===== config.mk =====
export PLATFORM = sky130hd
export DESIGN_NAME = fsm_input_conditioner
export DESIGN_NICKNAME = d
export VERILOG_FILES = /design/src/rtl/fsm_cond_pkg.sv /design/src/rtl/btn_debounce.sv /design/src/rtl/fsm_input_conditioner.sv
export SDC_FILE = /design/constraint.sdc
export NUM_CORES = 1
export LEC_CHECK = 0
export CAP_MARGIN = 20
export CORE_MARGIN = 4
export CORE_UTILIZATION = 45
export DETAILED_ROUTE_END_ITERATION = 10
export GPL_TIMING_DRIVEN = 0
export PLACE_DENSITY = 0.73
export SKIP_LAST_GASP = 1
export SYNTH_ARGS = -nofsm -noshare
export SYNTH_HDL_FRONTEND = slang
export SYNTH_HIERARCHICAL = 1
export SYNTH_SLANG_ARGS = --single-unit

===== constraint.sdc =====
create_clock -name clk -period 1.86 [get_ports clk]
set_input_delay 0.372 -clock clk [delete_from_list [all_inputs] [get_ports clk]]
set_output_delay 0.372 -clock clk [all_outputs]
set_load 0.01 [all_outputs]

===== src/rtl/fsm_cond_pkg.sv =====
// Shared definitions for the input-conditioner slice.
//
// Contents:
//   btn_state_e          - button debounce FSM states
//   DEF_DEBOUNCE_CYCLES  - default debounce window in clock cycles
//   DEF_TH1..DEF_TH3     - default upward temperature thresholds (codes 1..3)
//   DEF_HYST             - default downward hysteresis margin in raw LSBs
//   up_code()            - highest code n with raw >= THn, 0 if none
package fsm_cond_pkg;

  typedef enum logic [1:0] {
    IDLE       = 2'd0,
    PRESS_WAIT = 2'd1,
    HELD       = 2'd2,
    REL_WAIT   = 2'd3
  } btn_state_e;

  localparam int unsigned DEF_DEBOUNCE_CYCLES = 16;
  localparam int unsigned DEF_TH1             = 64;
  localparam int unsigned DEF_TH2             = 128;
  localparam int unsigned DEF_TH3             = 192;
  localparam int unsigned DEF_HYST            = 8;

  // Thresholds are strictly increasing, so the first match from the top wins.
  function automatic logic [1:0] up_code(input logic [7:0] raw,
                                         input logic [7:0] th1,
                                         input logic [7:0] th2,
                                         input logic [7:0] th3);
    logic [1:0] code;
    code = 2'd0;
    if (raw >= th3)      code = 2'd3;
    else if (raw >= th2) code = 2'd2;
    else if (raw >= th1) code = 2'd1;
    return code;
  endfunction

endpackage


===== src/rtl/btn_debounce.sv =====
// Push-button synchronizer and debounce FSM.
//
// Ports:
//   clk_i       - clock, all state on the rising edge
//   rst_ni      - asynchronous active-low reset
//   btn_raw_i   - asynchronous bouncing button level, 1 = pressed
//   bt_o        - one-cycle pulse when a press is accepted
//   btn_level_o - debounced button level
//   state_o     - current FSM state (btn_state_e encoding), debug only
//
// The raw level passes a 2-flop synchronizer. A level change is accepted
// only after DEBOUNCE_CYCLES consecutive stable synchronized cycles; any
// bounce restarts the count from zero. For a clean 0->1 step, bt_o rises
// 2+DEBOUNCE_CYCLES cycles after the first edge that samples the 1.
//
// After reset the FSM is disarmed until the synchronizer has refilled and
// shown a released (0) level, so a button held through reset never yields
// a press pulse until it is released and pressed again.
module btn_debounce
  import fsm_cond_pkg::*;
#(
  parameter int unsigned DEBOUNCE_CYCLES = DEF_DEBOUNCE_CYCLES
) (
  input  logic       clk_i,
  input  logic       rst_ni,
  input  logic       btn_raw_i,
  output logic       bt_o,
  output logic       btn_level_o,
  output logic [1:0] state_o
);

  localparam int unsigned CW = $clog2(DEBOUNCE_CYCLES + 1);
  localparam logic [CW-1:0] CNT_LAST = CW'(DEBOUNCE_CYCLES - 1);
  localparam logic [CW-1:0] CNT_MAX  = CW'(DEBOUNCE_CYCLES);

  logic [1:0]    sync_q;
  logic [1:0]    prime_q;   // marks the synchronizer output as holding real samples
  logic          lvl;
  logic          lvl_valid;

  btn_state_e    state_q, state_d;
  logic [CW-1:0] cnt_q, cnt_d;
  logic [CW-1:0] cnt_inc;
  logic          armed_q, armed_d;
  logic          bt_q, bt_d;

  assign lvl       = sync_q[1];
  assign lvl_valid = prime_q[1];
  assign cnt_inc   = (cnt_q == CNT_MAX) ? cnt_q : cnt_q + CW'(1);

  always_ff @(posedge clk_i or negedge rst_ni) begin
    if (!rst_ni) begin
      sync_q  <= 2'b00;
      prime_q <= 2'b00;
      state_q <= IDLE;
      cnt_q   <= '0;
      armed_q <= 1'b0;
      bt_q    <= 1'b0;
    end else begin
      sync_q  <= {sync_q[0], btn_raw_i};
      prime_q <= {prime_q[0], 1'b1};
      state_q <= state_d;
      cnt_q   <= cnt_d;
      armed_q <= armed_d;
      bt_q    <= bt_d;
    end
  end

  // The window closes on the cycle whose count is DEBOUNCE_CYCLES-1 and the
  // level is still stable: that is the DEBOUNCE_CYCLES-th stable cycle.
  always_comb begin
    state_d = state_q;
    cnt_d   = cnt_q;
    armed_d = armed_q;
    bt_d    = 1'b0;
    case (state_q)
      IDLE: begin
        if (lvl_valid && !lvl) armed_d = 1'b1;
        if (armed_q && lvl) begin
          state_d = PRESS_WAIT;
          cnt_d   = '0;
        end
      end
      PRESS_WAIT: begin
        if (!lvl) begin
          state_d = IDLE;
          cnt_d   = '0;
        end else if (cnt_q >= CNT_LAST) begin
          state_d = HELD;
          cnt_d   = '0;
          bt_d    = 1'b1;
        end else begin
          cnt_d = cnt_inc;
        end
      end
      HELD: begin
        if (!lvl) begin
          state_d = REL_WAIT;
          cnt_d   = '0;
        end
      end
      REL_WAIT: begin
        if (lvl) begin
          state_d = HELD;
          cnt_d   = '0;
        end else if (cnt_q >= CNT_LAST) begin
          state_d = IDLE;
          cnt_d   = '0;
        end else begin
          cnt_d = cnt_inc;
        end
      end
      default: begin
        state_d = IDLE;
        cnt_d   = '0;
      end
    endcase
  end

  assign bt_o        = bt_q;
  assign btn_level_o = (state_q == HELD) || (state_q == REL_WAIT);
  assign state_o     = state_q;

endmodule


===== src/rtl/fsm_input_conditioner.sv =====
// Input conditioner for a Mealy controller: a debounced push-button press
// pulse and a quantized 2-bit temperature code.
//
// Ports:
//   clk             - clock, all state on the rising edge
//   rst_n           - asynchronous active-low reset
//   btn_raw         - asynchronous bouncing button level, 1 = pressed
//   temp_valid      - one-cycle strobe; temp_raw is only looked at when high
//   temp_raw        - 8-bit unsigned sensor sample
//   bt              - one-cycle press pulse
//   btn_level       - debounced button level
//   temp            - quantized temperature code 0..3
//   temp_chg        - one-cycle pulse on the cycle temp takes a new value
//   dbg_btn_state_o - button FSM state (btn_state_e encoding), debug only
//
// Build option: define FSM_COND_TEMP_HYST_EN to enable downward hysteresis.
// With it, the code only drops below c when temp_raw < THc - HYST; without
// it, every valid sample sets temp directly to its threshold code.
//
// The button and temperature paths share no state.
module fsm_input_conditioner
  import fsm_cond_pkg::*;
#(
  parameter int unsigned DEBOUNCE_CYCLES = DEF_DEBOUNCE_CYCLES,
  parameter int unsigned TH1             = DEF_TH1,
  parameter int unsigned TH2             = DEF_TH2,
  parameter int unsigned TH3             = DEF_TH3,
  parameter int unsigned HYST            = DEF_HYST
) (
  input  logic       clk,
  input  logic       rst_n,
  input  logic       btn_raw,
  input  logic       temp_valid,
  input  logic [7:0] temp_raw,
  output logic       bt,
  output logic       btn_level,
  output logic [1:0] temp,
  output logic       temp_chg,
  output logic [1:0] dbg_btn_state_o
);

  localparam logic [7:0] TH1_C = 8'(TH1);
  localparam logic [7:0] TH2_C = 8'(TH2);
  localparam logic [7:0] TH3_C = 8'(TH3);

  btn_debounce #(
    .DEBOUNCE_CYCLES(DEBOUNCE_CYCLES)
  ) u_btn_debounce (
    .clk_i      (clk),
    .rst_ni     (rst_n),
    .btn_raw_i  (btn_raw),
    .bt_o       (bt),
    .btn_level_o(btn_level),
    .state_o    (dbg_btn_state_o)
  );

  logic [1:0] up_c;
  logic [1:0] temp_q, temp_d;
  logic       temp_chg_q, temp_chg_d;

  assign up_c = up_code(temp_raw, TH1_C, TH2_C, TH3_C);

`ifdef FSM_COND_TEMP_HYST_EN
  // Lower bound a sample must fall under before leaving the current code.
  localparam logic [7:0] DN1 = 8'(TH1 - HYST);
  localparam logic [7:0] DN2 = 8'(TH2 - HYST);
  localparam logic [7:0] DN3 = 8'(TH3 - HYST);

  logic [7:0] dn_thr;

  always_comb begin
    dn_thr = 8'd0;
    case (temp_q)
      2'd1:    dn_thr = DN1;
      2'd2:    dn_thr = DN2;
      2'd3:    dn_thr = DN3;
      default: dn_thr = 8'd0;
    endcase
  end
`endif

  always_comb begin
    temp_d = temp_q;
    if (temp_valid) begin
`ifdef FSM_COND_TEMP_HYST_EN
      if (up_c > temp_q) begin
        temp_d = up_c;
      end else if ((up_c < temp_q) && (temp_raw < dn_thr)) begin
        temp_d = up_c;
      end
`else
      temp_d = up_c;
`endif
    end
  end

  assign temp_chg_d = (temp_d != temp_q);

  always_ff @(posedge clk or negedge rst_n) begin
    if (!rst_n) begin
      temp_q     <= 2'd0;
      temp_chg_q <= 1'b0;
    end else begin
      temp_q     <= temp_d;
      temp_chg_q <= temp_chg_d;
    end
  end

  assign temp     = temp_q;
  assign temp_chg = temp_chg_q;

endmodule


Yosys cells after proc, flatten, opt, wreduce, memory -nomap -nowiden
Index checks and enable logic that the tools add are counted. Widths: inputs -> output; s select.

Equal/unequal tests: 9. $add $sub $neg: 1. Reductions and logical operators: 8. Order comparisons: 4. Mux-type cells: 21.

Operators by type and width (number): $mux 5 (6); $pmux 5 s4 (1); $mux 2 (9); $ge 8x8->1 const B (2); $ge 8x7->1 const B (1); $pmux 2 s4 (1); $add 5x1->5 const B (1); $eq 5x5->1 const B (1); $ge 5x4->1 const B (1); $eq 2x2->1 const B (2); $mux 1 (4); $reduce_and 2->1 (2); $reduce_and 4->1 (1); $ne 3x1->1 const B (1); $ne 3x3->1 const B (1); $eq 2x1->1 const B (1); $logic_and 1x1->1 (2); $logic_not 2->1 (1); $ne 2x1->1 const B (1); $ne 2x2->1 (1); $ne 2x2->1 const B (1); $logic_not 1->1 (1); $logic_or 1x1->1 (1).

Flip-flop bits (word level): 16. Output and inout port bits: 7. Bits of input ports: 12.

Longest topological paths before layout
Gate-level depths: netlist of run 1.

Word-level depth: 6. Depth in mapped cells: 7. Depth with buffers taken out: 7.

Hierarchy
Netlist of run 1, hierarchy kept.

Modules (own cells, without submodules): btn_debounce (area each 596.8 um^2, instances 1, cells an instance 53, sequential area each 325.3 um^2); fsm_input_conditioner (area each 122.6 um^2, instances 1, cells an instance 8, sequential area each 75.1 um^2).

Worst setup path before layout of run 1
No wires, ideal clock.

Path kind: register to register. From: register u_btn_debounce.cnt_q[0]. To: register (tool-made name). Stages on the path, launching flop included: 8. Required time: 1.735 ns. Setup time: 0.125 ns. Path slack: 0.188 ns. Period minus slack after synthesis: 1.672 ns. Arrival: 1.548 ns. Cells stage by stage: dfrtp_1 > ha_1 > and3_1 > ha_1 > nor2_1 > nand2_1 > nand2_1 > mux2_2.

RTL lines: from (decl) (line btn_debounce.sv:42) `logic [CW-1:0] cnt_q, cnt_d;`; from (signal assigned) (line btn_debounce.sv:63) `cnt_q <= cnt_d;`.

==> results.md, run 1 <==
- Clk Tree Root Cell: clkbuf_4
- Layout overhead on the synthesized area: 26.3%
- N_diodes: 0
- Mapped cell area: 719 µm²
- First-pass GRT wire length: 1.87 mm
- RSZ-0062 raised after global routing: false
- Worst path bufs/invs: 0
- Worst r2r src: u_btn_debounce/cnt_q[0]
- Crit end category: flip-flop
- Arr. time, crit path: 1.95 ns
- Peak supply drop: 0.000462 V
- Vias per Instance: 5.18
- DRC viols: 0
- Slew HR: 53.2%
- Endpoints failing setup: 0
- Utilization after layout: 60.3%
- Cell chain of the critical path: ha_1 > and3_1 > ha_1 > nor2_4 > nand2_1 > nand2_1 > mux2_2
- Max FO, Critical Path: 6
- Detailed Route Iter0 Violations: 11
- Die X: 48.0 µm
- Row count: 14
- Crit path time final: 1.79 ns
- Vias in the first global route: 479
- Place WS: 0.0395 ns
- Final worst path period share: 96.0%
- Fillers: 135
- Largest net degree at the start of global routing: 17
- Clk_skew: 0.00135 ns
- Total global-route track usage: 12.4%
- Post-synthesis net count: 76
- Slowest CP cell: dfrtp_2
- TritonCTS clock tree: yes
- Initial core utilization: 47.8%
- Hold Path Depth: 0
- Total gr overflow: 0
- Syn Area/Cell: 11.8 µm²
- Cell Pwr Density: 890 mW/mm²
- Setup TNS: 0 ns
- DR pass1 iterations: 4
- Crit-path leading delay family: simple AND/OR/NAND/NOR gates
- Cts hold-fix bufs: 0
- WL per Instance: 13.2 µm
- Synth Warn #: 6
- Maximum buffer depth of the clock tree: 2
- Crit path largest cell delay: 0.45 ns
- Worst Tran Pin Value: 0.699 ns
- Routed Antenna Nets: 0
- Final hold violation count: 0
- Max Clock Freq: 0.560 GHz
- Layout Cell Area excl Fill: 908 µm²
- Run status: finished clean
- Core box area: 0.00151 mm²
- Top Ports: 19
- Static leakage: 0.414 nW
- Sink Count: 16
- #FFs+latches synth: 16
- Clk Latency, worst-skew pair: 0.27 ns
- Startpoint Class: flip-flop
- Hold path startpoint: u_btn_debounce/sync_q[0]
- Post-synth top area share: 55.7%
- Reg2Reg Depth: 7
- Setup CP Type: flip-flop to flip-flop
- Port bufs: 12
- Setup slack, reg-to-reg: 0.07 ns
- Worst Path Required: 2.02 ns
- Cell taking the most area after synthesis: dfrtp_1
- Dpl cell area: 860 µm²
- Drt total wl: 1.23 mm
- HP Class: flip-flop to flip-flop
- Final nets: 94
- Ratio of cells with drive above 1 in the final layout: 19.5%
- CTS buffer count: 3
- Final Max Slew Viols: 0
- Hold worst-path end: u_btn_debounce/sync_q[1]
- Worst-path clk slew: 0.09 ns
- Placer congestion estimate: 0.702
- Sequential share of the synthesized area: 55.7%
- Final Worst Setup Slack: 0.0746 ns
- Post-synthesis cell type count: 27
- DP HPWL: 856 µm
- H-tree depth: 1
- Initial antenna violation count: 0
- Die H: 48.0 µm
- Vias: 482
- DIE AREA: 0.00230 mm²
- Area contributors post-synth: dfrtp_1 (56%), ha_1 (5.2%), mux2_2 (4.7%)
- Reported max-cap violation count: 0
- Syn Inst Count: 61
## power breakdown
part	leakage, nW	total, mW	switching [mW]	internal [mW]
sequential	0.196	0.453	0.0605	0.392
clock	0.0138	0.174	0.0986	0.0750
combinational	0.204	0.182	0.0883	0.0938
## final cells by class
cell class / instances / area, µm² / area share, %
Buffer: 1 / 8.76 / 0.964
Clock buffer: 3 / 22.5 / 2.48
Inverter: 4 / 15.0 / 1.65
Multi-Input combinational cell: 40 / 312 / 34.3
Sequential cell: 16 / 403 / 44.4
Tap cell: 16 / 20.0 / 2.20
Timing Repair Buffer: 13 / 128 / 14.0
## through the flow
step | cells | hold WS (ns) | total power, mW
2_1_floorplan | 61 | 0.0764 | 0.547
3_3_place_gp | 89 | 0.332 | 0.629
3_5_place_dp | 89 | 0.351 | 0.636
4_1_cts | 92 | 0.371 | 0.815
5_1_grt | 93 | 0.378 | 0.875
6_report | 93 | 0.368 | 0.809
## cell usage after synthesis, drive strengths merged
library cell / n
and3: 1
ha: 3
o21bai: 1
a211o: 1
mux2: 3
a21o: 2
nor3: 2
nor3b: 2
inv: 4
a21boi: 1
o21ai: 2
nor4b: 1
and3b: 1
dfrtp: 16
nand3: 2
xnor2: 2
dlygate4sd1: 1
xor2: 1
a21oi: 2
conb: 1
nand2: 5
nor2: 3
nand4: 2
nor2b: 1
or2: 1
## cells by family (layout without fill, tap and decap cells)
family	after synthesis	count (layout)	share of synthesized area, %
AOI/OAI and AO/OA	9	9	8.17
xor gates and xnor gates	3	3	3.65
adders and majority gates	3	3	5.22
buffers and inverters	5	21	3.30
DFF	16	16	55.7
muxes	3	3	4.70
other	1	1	0.521
and+or+nand+nor	21	21	18.8
## worst max-delay path by stage
stage | from | endpoint | slack (ns) | depth (start not counted)
final | u_btn_debounce/cnt_q[0] | flip-flop | 0.07 | 7
after global placement | u_btn_debounce/cnt_q[0] | u_btn_debounce/cnt_q[3] | 0.08 | 7
after CTS | flip-flop | btn_level | 0.02 | 2
after detailed placement | u_btn_debounce/cnt_q[0] | u_btn_debounce/cnt_q[2] | 0.04 | 7
after floorplan | u_btn_debounce/cnt_q[0] | flip-flop | 0.19 | 7
after global routing | u_btn_debounce/cnt_q[0] | flip-flop | 0.008 | 7
## repair_timing
action | CTS | global route
setup endpoints to repair | 1 | 7
pin swaps | 0 | 0
buffers inserted | 0 | 1
gates resized for setup | 1 | 4
## worst reg2reg max path, cell delays in order, from the launching register on
cell and delay, ns:
dfrtp_2 0.45, ha_1 0.23, and3_1 0.19, ha_1 0.21, nor2_4 0.12, nand2_1 0.06, nand2_1 0.09, mux2_2 0.34
## placed cells by master, fill, tap and decap left out
| cell | n |
|---|---|
| o21bai_1 | 1 |
| nor2_1 | 2 |
| nor4b_1 | 1 |
| clkbuf_4 | 3 |
| nor2b_1 | 1 |
| conb_1 | 1 |
| xnor2_1 | 2 |
| and3b_1 | 1 |
| or2_2 | 1 |
| a211o_1 | 1 |
| dfrtp_2 | 2 |
| mux2_2 | 3 |
| nor3b_2 | 1 |
| nor3_2 | 2 |
| nor3b_1 | 1 |
| and3_1 | 1 |
| a21oi_1 | 2 |
| a21o_1 | 2 |
| xor2_1 | 1 |
| buf_4 | 1 |
| clkdlybuf4s50_1 | 12 |
| nand4_4 | 1 |
| ha_1 | 3 |
| nand3_1 | 2 |
| dfrtp_1 | 14 |
| nand4_1 | 1 |
| o21ai_0 | 2 |
| inv_1 | 4 |
| a21boi_1 | 1 |
| dlygate4sd1_1 | 1 |
| nand2_1 | 5 |
| nor2_4 | 1 |
## sequential cells by signal, indices dropped and copies added, names as in the netlist, named ones only
| register | flops |
|---|---|
| u_btn_debounce/prime_q | 2 |
| u_btn_debounce/state_o | 1 |
| temp_chg | 1 |
| u_btn_debounce/armed_q | 1 |
| temp | 2 |
| u_btn_debounce/sync_q | 2 |
| u_btn_debounce/bt_o | 1 |
| u_btn_debounce/cnt_q | 5 |
## per-layer routing
metal | GRT usage, % | vias to the layer above | share of wire, %
met5 | 0 | - | 0
met4 | 8.06 | 0 | 1.1
met3 | 3.76 | 2 | 4.4
met2 | 21.1 | 7 | 54
met1 | 13.1 | 235 | 40
li1 | - | 238 | -
Power figures use the tool's default switching activity.
==> inputs of run 2 (changes only) <==
- CORE_UTILIZATION: 45 -> 47
- PLACE_DENSITY: 0.73 -> 0.76
- SYNTH_HIERARCHICAL: 1 -> unset
==> results.md, run 2 <==
- Ratio of cells with drive above 1 in the final layout: 21.6% (was 19.5%)
- Endpoints failing setup: 0 (unchanged)
- WL per Instance: 14.4 µm (was 13.2 µm)
- EDFF count, synth: 0 (unchanged)
- Max FO, Critical Path: 6 (unchanged)
- Final worst path period share: 95.9% (was 96.0%)
- Crit path time final: 1.78 ns (was 1.79 ns)
- Clk Latency, worst-skew pair: 0.28 ns (was 0.27 ns)
- Vias in the first global route: 579 (was 479)
- DR pass1 iterations: 4 (unchanged)
- TritonCTS clock tree: yes (unchanged)
- Static leakage: 0.431 nW (was 0.414 nW)
- #FFs+latches synth: 16 (unchanged)
- Cell chain of the critical path: ha_1 > and3_1 > ha_2 > nor2_2 > a21oi_2 > mux2_1 (was ha_1 > and3_1 > ha_1 > nor2_4 > nand2_1 > nand2_1 > mux2_2)
- Die H: 49.1 µm (was 48.0 µm)
- Syn Inst Count: 70 (was 61)
- Synth Warn #: 0 (was 6)
- CTS buffer count: 3 (unchanged)
- Worst Path Required: 2.02 ns (about the same)
- Register area: 403 µm² (unchanged)
- Placer congestion estimate: 0.796 (was 0.702)
- Setup CP Type: flip-flop to flip-flop (unchanged)
- Most frequent cells in the layout: dfrtp_1 (14), clkdlybuf4s50_1 (12), inv_1 (5) (was dfrtp_1 (14), clkdlybuf4s50_1 (12), nand2_1 (5), inv_1 (4))
- Post-synth top area share: 50.5% (was 55.7%)
- Max reg flops: 5 (unchanged)
- Fillers: 117 (was 135)
- Clk Tree Root Cell: clkbuf_4 (unchanged)
- Maximum buffer depth of the clock tree: 2 (unchanged)
- Slowest CP cell: dfrtp_2 (unchanged)
- H-tree depth: 1 (unchanged)
- Synth cell count leaders: dfrtp_1 (16), inv_1 (5), ha_1 (3), nand4_1 (3), nor2b_1 (3) (was dfrtp_1 (16), nand2_1 (5), inv_1 (4))
- Slew HR: 55.0% (was 53.2%)
- Async SR Flop Fraction: 100% (unchanged)
- Worst Tran Pin Value: 0.674 ns (was 0.699 ns)
- N_diodes: 0 (unchanged)
- Worst-path clk slew: 0.09 ns (about the same)
- Routed Antenna Nets: 0 (unchanged)
- Final Max Slew Viols: 0 (unchanged)
- Port bufs: 12 (unchanged)
- Crit path largest cell delay: 0.42 ns (was 0.45 ns)
- Crit path from: u_btn_debounce.cnt_q[1] (was u_btn_debounce/cnt_q[0])
- Layout overhead on the synthesized area: 27.6% (was 26.3%)
- Multi-input logic area: 377 µm² (was 312 µm²)
- Top Ports: 19 (unchanged)
- Final nets: 104 (was 94)
- Count leader, synth: dfrtp_1 (unchanged)
- Worst r2r src: u_btn_debounce.cnt_q[1] (was u_btn_debounce/cnt_q[0])
- Vias: 601 (was 482)
- Synth Flop Type: dfrtp_1 (unchanged)
- Cell Pwr Density: 692 mW/mm² (was 890 mW/mm²)
- Place WS: -0.0459 ns (was 0.0395 ns)
- Crit end category: flip-flop (unchanged)
- Post-synthesis net count: 85 (was 76)
- Hold_ws: 0.348 ns (was 0.368 ns)
- Final hold violation count: 0 (unchanged)
- Max Clock Freq: 0.560 GHz (about the same)
- Final Worst Setup Slack: 0.0758 ns (was 0.0746 ns)
- Reported max-cap violation count: 0 (unchanged)
- Syn Area/Cell: 11.3 µm² (was 11.8 µm²)
- DIE AREA: 0.00241 mm² (was 0.00230 mm²)
- Detailed Route Iter0 Violations: 12 (was 11)
- Area contributors post-synth: dfrtp_1 (50%), ha_1 (4.7%), mux2_2 (2.8%) (was dfrtp_1 (56%), ha_1 (5.2%), mux2_2 (4.7%))
- Arr. time, crit path: 1.94 ns (was 1.95 ns)
- Sequential share of the synthesized area: 50.5% (was 55.7%)
- Total gr overflow: 0 (unchanged)
- HP Class: flip-flop to flip-flop (unchanged)
- Clk_skew: 0.00604 ns (was 0.00135 ns)
- Initial core utilization: 50.9% (was 47.8%)
- Vias per Instance: 5.78 (was 5.18)
- RSZ-0062 raised after global routing: false (unchanged)
- Run status: finished clean (unchanged)
- First-pass GRT wire length: 2.59 mm (was 1.87 mm)
- Startpoint Class: flip-flop (unchanged)
- Die X: 49.1 µm (was 48.0 µm)
- Largest register by flop count: u_btn_debounce.cnt_q (was u_btn_debounce/cnt_q)
- Initial antenna violation count: 0 (unchanged)
- Sink Count: 16 (unchanged)
- Mapped cell area: 793 µm² (was 719 µm²)
- Cell count after placement: 98 (was 89)
- Largest net degree at the start of global routing: 17 (unchanged)
- Cell taking the most area after synthesis: dfrtp_1 (unchanged)
- Row count: 14 (unchanged)
- Drt total wl: 1.50 mm (was 1.23 mm)
- DP HPWL: 1.16 mm (was 856 µm)
- DRC viols: 0 (unchanged)
- Total global-route track usage: 14.1% (was 12.4%)
- Final std cells w/o fill: 104 (was 93)
- Core box area: 0.00156 mm² (was 0.00151 mm²)
- Peak supply drop: 0.000693 V (was 0.000462 V)
- Post-synthesis cell type count: 36 (was 27)
- Hold path startpoint: u_btn_debounce.sync_q[0] (was u_btn_debounce/sync_q[0])
- Most common cell after layout, fill and taps aside: dfrtp_1 (unchanged)
[run 2: layer usage]
layer / share of wire (%) / track usage, %
met1: 44 / 18.7
met2: 48 / 19.9
met3: 4.9 / 5.81
met4: 3.8 / 6.16
met5: 0 / 0
[run 2: layout make-up]
cell class | instances | share of cell area, %
flip-flops and latches | 16 | 39.8
clock buffers | 4 | 3.58
inverters | 5 | 1.85
well taps | 16 | 1.98
multi-input cells | 46 | 37.2
repair buffers | 14 | 13.3
plain buffers | 3 | 2.22
[run 2: worst paths after layout]
check / end / slack (ns) / depth (start not counted)
setup / recovery: flip-flop / 0.08 / 6
hold / removal: u_btn_debounce.sync_q[1] / 0.35 / 0
setup reg to reg: flip-flop / 0.08 / 6
hold reg to reg: u_btn_debounce.sync_q[1] / 0.35 / 0
max in group asynchronous: u_btn_debounce.cnt_q[1] / 0.89 / 1
min in group asynchronous: asynchronous set/reset pin / 0.50 / 1
[run 2: worst max-delay path: cells and delay by family (launching register included)]
kind,cells,cell delay [ns]
flops,1,0.42
fa+ha+maj,2,0.43
compound gates,1,0.22
mux,1,0.37
simple gates,2,0.24
[run 2: logic make-up (layout without fill, tap and decap cells)]
logic type / after synthesis / count (layout) / synth area share (%)
fa+ha+maj: 3 / 3 / 4.73
simple gates: 20 / 20 / 16.4
xor+xnor: 3 / 3 / 3.31
flops: 16 / 16 / 50.5
buf+inv: 8 / 26 / 4.89
other cells: 1 / 1 / 0.473
mux: 3 / 3 / 4.26
compound gates: 16 / 16 / 15.5
[run 2: where the power goes]
group | internal, mW | switching (mW) | total, mW
logic | 0.0571 | 0.0444 | 0.102
clock network | 0.119 | 0.0987 | 0.218
registers | 0.366 | 0.0161 | 0.382
total | 0.542 | 0.159 | 0.701
[run 2: timing repair]
action,4_1_cts,5_1_grt
hold buffers,0,0
setup buffers,0,2
pin swaps,0,1
setup endpoints to repair,1,4
gates resized for setup,2,7
[run 2: metrics by stage]
step / setup TNS (ns) / utilization [%] / cell area [µm²] / power [mW]
final: 0 / 64.9 / 1010 / 0.701
after global routing: 0 / 64.9 / 1010 / 0.749
after CTS: 0 / 62.6 / 976 / 0.703
after detailed placement: -0.0459 / 59.9 / 933 / 0.481
after global placement: 0 / 59.9 / 933 / 0.476
after floorplan: 0 / - / 793 / 0.433
